$ cat src/rtl/uart_tx.sv
// -----------------------------------------------------------------------------
// uart_tx -- byte-wide UART transmitter with valid/ready handshake.
//
// Frames one byte as: start bit (0), 8 data bits LSB first, optional parity
// bit, then STOP_BITS stop bits (1). Every line bit lasts CLK_HZ/BAUD_RATE
// clock cycles. The serial line idles high.
//
// Parameters
//   CLK_HZ      system clock frequency in Hz
//   BAUD_RATE   line bit rate in bits/s
//   PARITY_EN   1 = append a parity bit after the data bits
//   PARITY_ODD  0 = even parity, 1 = odd parity (only used with PARITY_EN=1)
//   STOP_BITS   number of stop bits, 1 or 2
//
// Ports
//   clk_in     in   system clock, rising edge
//   rst_in     in   synchronous active-high reset
//   data_in    in   [7:0] byte to send, captured on the handshake edge
//   valid_in   in   upstream has a byte for us
//   ready_out  out  a byte is accepted on this edge if valid_in=1 (combinational)
//   tx_out     out  serial line, registered
//   busy_out   out  high while a frame is on the line, registered
// -----------------------------------------------------------------------------
module uart_tx #(
  parameter int CLK_HZ     = 65_000_000,
  parameter int BAUD_RATE  = 9600,
  parameter int PARITY_EN  = 0,
  parameter int PARITY_ODD = 0,
  parameter int STOP_BITS  = 1
) (
  input  logic       clk_in,
  input  logic       rst_in,
  input  logic [7:0] data_in,
  input  logic       valid_in,
  output logic       ready_out,
  output logic       tx_out,
  output logic       busy_out
);

  localparam int BIT_CYCLES = CLK_HZ / BAUD_RATE;
  // Counter never narrower than 16 bits; grows for very slow baud rates.
  localparam int CNT_W_MIN  = $clog2(BIT_CYCLES);
  localparam int CNT_W      = (CNT_W_MIN > 16) ? CNT_W_MIN : 16;
  localparam logic [CNT_W-1:0] CNT_RELOAD = CNT_W'(BIT_CYCLES - 1);
  localparam logic [CNT_W-1:0] CNT_ONE    = CNT_W'(1);
  // Value of the stop-bit index during the final stop bit.
  localparam logic STOP_LAST  = (STOP_BITS == 2);
  localparam logic PAR_INVERT = (PARITY_ODD != 0);
  localparam logic PAR_USED   = (PARITY_EN != 0);

  generate
    if (BIT_CYCLES < 2) begin : g_bad_baud
      $error("uart_tx: CLK_HZ/BAUD_RATE must be at least 2");
    end
    if ((STOP_BITS != 1) && (STOP_BITS != 2)) begin : g_bad_stop
      $error("uart_tx: STOP_BITS must be 1 or 2");
    end
  endgenerate

  typedef enum logic [2:0] {
    IDLE   = 3'd0,
    START  = 3'd1,
    DATA   = 3'd2,
    PARITY = 3'd3,
    STOP   = 3'd4
  } state_t;

  state_t           r_state;
  logic [CNT_W-1:0] r_cnt;
  logic [2:0]       r_idx;
  logic             r_stop_idx;
  logic [7:0]       r_shift;
  logic             r_tx;
  logic             r_busy;

  state_t           w_state_next;
  logic [CNT_W-1:0] w_cnt_next;
  logic [2:0]       w_idx_next;
  logic             w_stop_next;
  logic [7:0]       w_shift_next;
  logic             w_tx_next;
  logic             w_busy_next;

  logic             w_cnt_zero;
  logic             w_parity;
  logic             w_ready;

  assign w_cnt_zero = (r_cnt == '0);
  // The latched byte is held unchanged for the whole frame, so parity can be
  // taken straight from it.
  assign w_parity   = (^r_shift) ^ PAR_INVERT;
  assign w_ready    = (r_state == IDLE) && !rst_in;

  assign ready_out  = w_ready;
  assign tx_out     = r_tx;
  assign busy_out   = r_busy;

  // ---------------------------------------------------------------------------
  // Next-state / next-output logic. tx and busy are computed for the state we
  // are entering so that they come out of flops aligned with the state.
  // ---------------------------------------------------------------------------
  always_comb begin
    w_state_next = r_state;
    w_cnt_next   = r_cnt;
    w_idx_next   = r_idx;
    w_stop_next  = r_stop_idx;
    w_shift_next = r_shift;
    w_tx_next    = r_tx;
    w_busy_next  = r_busy;

    // Bit timer: runs in every non-idle state, reloading as each bit ends.
    if (r_state != IDLE) begin
      w_cnt_next = w_cnt_zero ? CNT_RELOAD : (r_cnt - CNT_ONE);
    end

    case (r_state)
      IDLE: begin
        w_tx_next   = 1'b1;
        w_busy_next = 1'b0;
        if (valid_in && w_ready) begin
          w_state_next = START;
          w_cnt_next   = CNT_RELOAD;
          w_shift_next = data_in;
          w_idx_next   = 3'd0;
          w_tx_next    = 1'b0;
          w_busy_next  = 1'b1;
        end
      end

      START: begin
        if (w_cnt_zero) begin
          w_state_next = DATA;
          w_idx_next   = 3'd0;
          w_tx_next    = r_shift[0];
        end
      end

      DATA: begin
        if (w_cnt_zero) begin
          if (r_idx == 3'd7) begin
            w_idx_next = 3'd0;
            if (PAR_USED) begin
              w_state_next = PARITY;
              w_tx_next    = w_parity;
            end else begin
              w_state_next = STOP;
              w_stop_next  = 1'b0;
              w_tx_next    = 1'b1;
            end
          end else begin
            w_idx_next = r_idx + 3'd1;
            w_tx_next  = r_shift[r_idx + 3'd1];
          end
        end
      end

      PARITY: begin
        if (w_cnt_zero) begin
          w_state_next = STOP;
          w_stop_next  = 1'b0;
          w_tx_next    = 1'b1;
        end
      end

      STOP: begin
        if (w_cnt_zero) begin
          if (r_stop_idx == STOP_LAST) begin
            w_state_next = IDLE;
            w_tx_next    = 1'b1;
            w_busy_next  = 1'b0;
          end else begin
            w_stop_next = 1'b1;
          end
        end
      end

      default: begin
        w_state_next = IDLE;
        w_tx_next    = 1'b1;
        w_busy_next  = 1'b0;
      end
    endcase
  end

  // ---------------------------------------------------------------------------
  // State register. Reset aborts any frame in progress and parks the line high.
  // ---------------------------------------------------------------------------
  always_ff @(posedge clk_in) begin
    if (rst_in) begin
      r_state    <= IDLE;
      r_cnt      <= '0;
      r_idx      <= 3'd0;
      r_stop_idx <= 1'b0;
      r_shift    <= 8'h00;
      r_tx       <= 1'b1;
      r_busy     <= 1'b0;
    end else begin
      r_state    <= w_state_next;
      r_cnt      <= w_cnt_next;
      r_idx      <= w_idx_next;
      r_stop_idx <= w_stop_next;
      r_shift    <= w_shift_next;
      r_tx       <= w_tx_next;
      r_busy     <= w_busy_next;
    end
  end

endmodule

$ cat config.mk
export PLATFORM = sky130hd
export DESIGN_NAME = uart_tx
export DESIGN_NICKNAME = d
export VERILOG_FILES = /design/src/rtl/uart_tx.sv
export SDC_FILE = /design/constraint.sdc
export NUM_CORES = 1
export LEC_CHECK = 0
export CAP_MARGIN = 20
export CORE_MARGIN = 4
export CORE_UTILIZATION = 23
export CTS_CLUSTER_DIAMETER = 50
export CTS_CLUSTER_SIZE = 40
export DETAILED_ROUTE_END_ITERATION = 8
export SLEW_MARGIN = 20
export SYNTH_ARGS = -nofsm -noshare
export SYNTH_HDL_FRONTEND = slang
export SYNTH_SLANG_ARGS = --single-unit
$ cat constraint.sdc
create_clock -name clk_in -period 3.56 [get_ports clk_in]
set_clock_uncertainty 0.15 [all_clocks]
set_input_delay 0.712 -clock clk_in [delete_from_list [all_inputs] [get_ports clk_in]]
set_output_delay 0.712 -clock clk_in [all_outputs]
set_load 0.05 [all_outputs]
==> results of run 1 <==
## stage by stage
stage          setup WS [ps]  instance area, um2  hold slack, ps  utilization (%)  std cells
3_5_place_dp           770.1                1867           313.0            26.88        302
3_3_place_gp           774.2                1867           312.5            26.88        302
4_1_cts                797.5                1974           327.1            28.43        310
5_1_grt                644.7                1974           344.1            28.43        310
2_1_floorplan           1187                1675           294.5                -        202
6_report               812.3                1974           322.3            28.43        310
## Yosys cell counts (all sizes together) (3+ instances only)
| master | instances | share of area [%] |
|---|---|---|
| or4 | 8 | 4.3 |
| nand3 | 10 | 3.0 |
| dfxtp | 32 | 38 |
| nand2 | 28 | 6.3 |
| ha | 3 | 2.2 |
| nor2 | 22 | 4.9 |
| nor4 | 7 | 3.5 |
| buf | 3 | 1.6 |
| a21oi | 18 | 5.4 |
| o21ai | 6 | 1.8 |
| inv | 4 | 0.90 |
| clkbuf | 9 | 3.8 |
| xnor2 | 6 | 3.1 |
| a31oi | 4 | 1.5 |
| nor3 | 10 | 3.0 |
| nand3b | 8 | 3.6 |
## routing by layer
layer  GRT usage, %  vias up
met2          14.35       27
met5              0        -
li1               -      749
met1          10.63      703
met3          2.333       10
met4          4.640        0
## registers in the layout, indices dropped and copies added (netlist names)
register and flops:
r_shift 8, r_idx 3, tx_out 1, r_state 3, r_cnt 16, busy_out 1
## worst max path at each step
| stage | startpoint | endpoint | slack [ps] |
|---|---|---|---|
| 4_1_cts | r_cnt[0]$_SDFF_PP0_ | r_state[2]$_SDFFE_PP0P_ | 800 |
| 3_5_place_dp | rst_in | r_cnt[4]$_SDFF_PP0_ | 770 |
| 5_1_grt | r_cnt[0]$_SDFF_PP0_ | r_state[2]$_SDFFE_PP0P_ | 640 |
| 3_3_place_gp | rst_in | r_cnt[5]$_SDFF_PP0_ | 770 |
| 6_report | r_cnt[0]$_SDFF_PP0_ | r_state[2]$_SDFFE_PP0P_ | 810 |
| 2_1_floorplan | rst_in | ready_out | 1190 |
## logic make-up after synthesis
family          Yosys count
xor+xnor                  7
buf+inv                  16
flops                    32
compound gates           36
mux                       3
simple gates            105
fa+ha+maj                 3
## cell usage in the layout, fill, tap and decap left out, types with 2 or more instances in the layout
cell type	synthesis	routed
xnor2_1	6	6
a31oi_1	4	4
nor4_1	6	6
a211oi_1	2	2
or4_4	3	3
inv_1	4	4
a22oi_1	2	2
ha_1	3	3
nor2_1	22	22
clkdlybuf4s50_1	0	12
nand3b_1	8	8
or4_1	4	4
clkbuf_8	3	5
buf_4	0	3
o21ai_0	6	6
mux4_2	2	2
a21oi_1	18	18
nand2_1	28	28
or3_1	2	2
dfxtp_1	32	32
nand3_1	10	10
nor3_1	10	10
## worst reg2reg max path, stage by stage (launching register included)
cell	delay [ps]
dfxtp_1	350
inv_1	80
ha_1	150
or3b_2	530
nor4_4	630
o21ai_0	240
or3b_1	410
a21oi_1	140
## final cells by class
class | count | area share (%)
clock buffers | 6 | 3.676
clock inverters | 2 | 1.774
inverters | 4 | 0.7605
multi-input cells | 154 | 47.02
flip-flops and latches | 32 | 32.45
well taps | 96 | 6.084
repair buffers | 16 | 8.238
## where the power goes
group	leakage, uW	total, uW	switching, uW	internal (uW)
clock	0.0000552	346	138	208
combinational	0.000399	239	138	101
sequential	0.000262	420	32.3	388
total	0.000716	1010	309	697
==> impl_results.md, run 1 <==
* FP Rows at 30
* Distinct cell type count after synthesis at between 40 and 50
* R2R Path End: r_state[2]$_SDFFE_PP0P_
* Global-route wire length before repair at 6175 um
* Routed Antenna Nets at 0
* Ys async rst share at 0%
* Wire per inst at ~12 um
* Vias at roughly 1,500
* IO Port Bufs at 13
* Post-synthesis adder-cell area fraction at 2.240%
* Flops & latches, synth at 32
* R2r setup slk at roughly 800 ps
* Highest Clock Rate at around 360 MHz
* Die Height at between 90 and 100 um
* Crit end category: flip-flop
* LEAKAGE at between 0.0007 and 0.0008 uW
* CTS resizes at 0
* Total Routing Usage GR at roughly 8.8%
* Initial antenna violation count at 0
* Latest clock arrival within the worst-skew pair at 290 ps
* First-pass DRT Iterations at 4
* Vias in the first global route at roughly 1,400
* Syn Nets at 216
* Detail Placement HPWL at 2560 um
* Synth Flop Type: dfxtp_1
* Grt ovf at 0
* Post-synthesis simple-gate area fraction at between 30 and 40%
* Relative slew slack at 56.10%
* Arrival time at the worst endpoint at 2810 ps
* Stages on worst setup path at 7
* Fin crit share at between 70% and 80%
* Mux cell area share after synthesis at 3.286%
* CP peak stage delay at 630 ps
* Power, Total at around 1000 uW
* XOR/XNOR Fraction of Synth Area at under 10%
* CTS HTree Levels at 2
* Worst path cell trace: inv_1 -> ha_1 -> or3b_2 -> nor4_4 -> o21ai_0 -> or3b_1 -> a21oi_1
* Core area at about 0.0069 mm2
* Initial DRC count at 66
* Worst Hold Depth at 2
* Status: complete, no violations
* Slew @ Worst Pin at around 650 ps
* Buf/Inv on CP at 1
* Share of cells above drive strength 1 at under 10%
* Synth Instances at 202
* R2r startpoint: r_cnt[0]$_SDFF_PP0_
* Met2 WL at about 1600 um
* Avg Cell Area, Syn at a little over 8 um2
* CP Max Fanout at 14
* Seq/Total Area, Yosys at around two fifths
* Cts hold-fix bufs at 0
* Root buffer cell: clkbuf_8
* Cells on worst reg2reg path at 7
* Fin Setup TNS at 0 ps
* Max Used Layer: met4
* Synth Warn # at 0
* RSZ-0062 raised after global routing: false
* TritonCTS clock tree: yes
* Tmin final at ~2700 ps
* Die area at ~0.0087 mm2
* Largest family of logic cells by synthesized area: simple AND/OR/NAND/NOR gates
* Fillers at 751
* Setup Crit Path Kind: flip-flop to flip-flop
* CTS Buf Count at 5
* M1 WL at 1728 um
* Compound-Gate Fraction of Synth Area at ~12%
* Area of the multi-input gates at 928.4 um2
* DR DRC count at 0
* Type of origin of the critical path: flip-flop
* Final hold vios at 0
* Reg area at about 640 um2
* Cell Pwr Density at roughly 510 mW/mm2
* Max cap viols at 0
* Layout area overhead at 17.85%
* Nets at 227
* Number of antenna cells inserted at 0
* Cell Area, Synth at around 0.0017 mm2
* Slew Viols, Final at 0
* Detailed-route vias per instance at ~4.8
* Die X at about 93 um
* Worst path required time at 3630 ps
* Hold Path End: r_shift[2]$_SDFFE_PP0P_
* Buffer count from post-CTS setup fixing at 0
* Num Clock Sinks at 32
* Final setup viols at 0
* CTS max path bufs at 2
* Worst min-delay path category: flip-flop to flip-flop
* Max VDD drop at between 200 and 250 uV
* EDFF count, synth at 0
* Starting Density at between 20% and 30%
* CP max-delay cell: nor4_4
* Met3 WL post-DR at around 160 um
* I/O pin total at 14
* Gpl congestion at roughly 0.83
* Largest net degree at the start of global routing at 22
* Final wirelength at 3617 um
* Crit path max-delay family: simple AND/OR/NAND/NOR gates
* Worst Hold Launch: r_shift[2]$_SDFFE_PP0P_
* Clk slew on worst S/H paths at approximately 70 ps
(Power assumes the default switching activity.)
==> run 2, diff against run 1 <==
==> constraint.sdc (replaced) <==
create_clock -name clk_in -period 2.5 [get_ports clk_in]
set_clock_uncertainty 0.15 [all_clocks]
set_input_delay 0.5 -clock clk_in [delete_from_list [all_inputs] [get_ports clk_in]]
set_output_delay 0.5 -clock clk_in [all_outputs]
set_load 0.05 [all_outputs]
==> run 2 against run 1 <==
  * Sequential power is 42% higher
  * Setup slack got worse by 540 ps
  * Clock power grew 18%
==> impl_results.md, run 2 (synthesis gave the netlist of run 1 again) <==
* Initial DRC count at 96 (+45%)
* Detail Placement HPWL at 2751 um (+7.5%)
* Type of origin of the critical path: flip-flop
* Latest clock arrival within the worst-skew pair at 280 ps (about the same)
* Worst setup path startpoint: r_state[2]$_SDFFE_PP0P_
* Status: complete, no violations
* Worst min-delay path category: flip-flop to flip-flop
* Post-layout instance area at 0.002037 mm2 (+3.2%)
* Max cap viols at 0 (unchanged)
* R2R Path End: r_cnt[15]$_SDFF_PP0_
* Largest Register: r_cnt
* Tmin final at 2228 ps
* Die area at 0.008713 mm2 (unchanged)
* Most frequent cells in the layout: 32 x dfxtp_1, 28 x nand2_1, 22 x nor2_1, 18 x a21oi_1, 13 x buf_4
* Post-Place Cell Area at 0.001942 mm2 (+4.0%)
* Arrival time at the worst endpoint at 1580 ps (-1230 ps)
* Fin Setup TNS at 0 ps (unchanged)
* Crit end category: output port
* Relative slew slack at 66.87% (+11 points)
* Slew Viols, Final at 0 (unchanged)
* Final setup viols at 0 (unchanged)
* R2r startpoint: r_cnt[12]$_SDFF_PP0_
* CTS max path bufs at 2 (unchanged)
* Fin crit share at around nine tenths
* Worst path required time at 1850 ps (-1780 ps)
* TritonCTS clock tree: yes
* CTS Buf Count at 5 (unchanged)
* Worst Hold Depth at 1 (-1)
* Global-route wire length before repair at 6624 um (+7.3%)
* Slew @ Worst Pin at 495.4 ps (-158.2 ps)
* Die Height at 93.35 um (unchanged)
* Vias in the first global route at 1,436 (+1.5%)
* FP Rows at 30 (unchanged)
* Number of antenna cells inserted at 0 (unchanged)
* Cell Pwr Density at 681.1 mW/mm2 (+34%)
* Initial antenna violation count at 0 (unchanged)
* Cells on worst reg2reg path at 4 (-3)
* Clk slew on worst S/H paths at 70 ps (about the same)
* Worst Hold Launch: tx_out$_SDFFE_PP1P_
* Hold Path End: tx_out$_SDFFE_PP1P_
* Total Routing Usage GR at 9.413% (+0.58 points)
* Dpl ws at 184.7 ps (-585.4 ps)
* Wire per inst at 11.79 um (+1.1%)
* Detailed-route vias per instance at 4.600 (-4.2%)
* Setup Crit Path Kind: flip-flop to output port
* I/O pin total at 14 (unchanged)
* Gpl congestion at 0.8372 (+0.77%)
* Power, Total at 1387 uW (+38%)
* M1 WL at 1792 um (+3.7%)
* Max FFs per register at 16 (unchanged)
* Routed Antenna Nets at 0 (unchanged)
* Max VDD drop at 270.3 uV (+23%)
* Die X at 93.35 um (unchanged)
* Worst hold slack at 321.8 ps (-0.4930 ps)
* CTS HTree Levels at 2 (unchanged)
* Top Registers: r_cnt: 16 flops, r_shift: 8 flops
* Num Clock Sinks at 32 (unchanged)
* First-pass DRT Iterations at 4 (unchanged)
* RSZ-0062 raised after global routing: false
* LEAKAGE at 0.0007618 uW (+6.4%)
* Starting Density at 24.13% (unchanged)
* Vias at 1,472 (-1.1%)
* CP Max Fanout at 12 (-2)
* Met2 WL at 1731 um (+5.7%)
* Nets at 237 (+4.4%)
* Core area at 0.006944 mm2 (unchanged)
* Largest net degree at the start of global routing at 16 (-27%)
* IO Port Bufs at 13 (unchanged)
* DR DRC count at 0 (unchanged)
* Layout area overhead at 21.58%
* Grt ovf at 0 (unchanged)
* Share of cells above drive strength 1 at 14.29% (+4.5 points)
* Final wirelength at 3774 um (+4.3%)
* Setup WS post-layout at 272.3 ps (-540.0 ps)
* Max Used Layer: met4
* Cts hold-fix bufs at 0 (unchanged)
* Met3 WL post-DR at 223 um (+42%)
* Final hold vios at 0 (unchanged)
* Commonest non-fill, non-tap cell in the layout: dfxtp_1
* Highest Clock Rate at ~450 MHz
* R2r setup slk at 280 ps (-530 ps)
* Root buffer cell: clkbuf_8
==> run 2: cell types whose count changed in the layout (fill, tap and decap cells not counted) <==
cell,change
or3b_4,+1
bufinv_16,-1
buf_4,+10
clkinv_2,+1
or3b_2,-1
clkbuf_1,-1
clkbuf_8,+1
==> run 2: through the flow <==
step	cells	util (%)
global route	320	29.33
finish	320	29.33
floorplan	202	-
CTS	320	29.30
global placement	312	27.96
detailed placement	312	27.96
==> run 2: worst max path at each step <==
stage / slack, ps / end
after floorplan: 250 / r_cnt[14]$_SDFF_PP0_
after global placement: 270 / r_cnt[14]$_SDFF_PP0_
after detailed placement: 180 / r_cnt[14]$_SDFF_PP0_
after CTS: 170 / r_cnt[14]$_SDFF_PP0_
after global routing: 110 / r_cnt[14]$_SDFF_PP0_
final: 270 / ready_out
==> run 2: layout make-up <==
cell class / count / area (um2)
fillers: 741 / 4907
multi-input cells: 154 / 930.9
flip-flops and latches: 32 / 640.6
repair buffers: 26 / 237.7
well taps: 96 / 120.1
clock buffers: 6 / 82.58
inverters: 4 / 15.01
clock inverters: 2 / 10.01
==> run 2: power by group <==
| part | internal [uW] | leakage, uW | switching, uW | total (uW) |
|---|---|---|---|---|
| Sequential | 553 | 0.000262 | 41.9 | 595 |
| Clock | 219 | 0.0000510 | 188 | 407 |
| Combinational | 176 | 0.000449 | 209 | 385 |
| Total | 948 | 0.000762 | 439 | 1390 |
==> run 2: layer usage <==
layer / global-route usage (%) / vias to the layer above
met3: 2.414 / 5
li1: - / 762
met5: 0 / -
met1: 12.85 / 668
met2: 14.47 / 37
met4: 2.930 / 0
==> run 2: what timing repair did <==
action,4_1_cts,5_1_grt
setup endpoints to repair,0,1
setup buffers,0,0
resized for setup,0,1
==> run 2: critical path, stage by stage, from the launching register on <==
cell	delay, ps
dfxtp_1	410
or3_1	450
nor2_1	260
buf_12	180
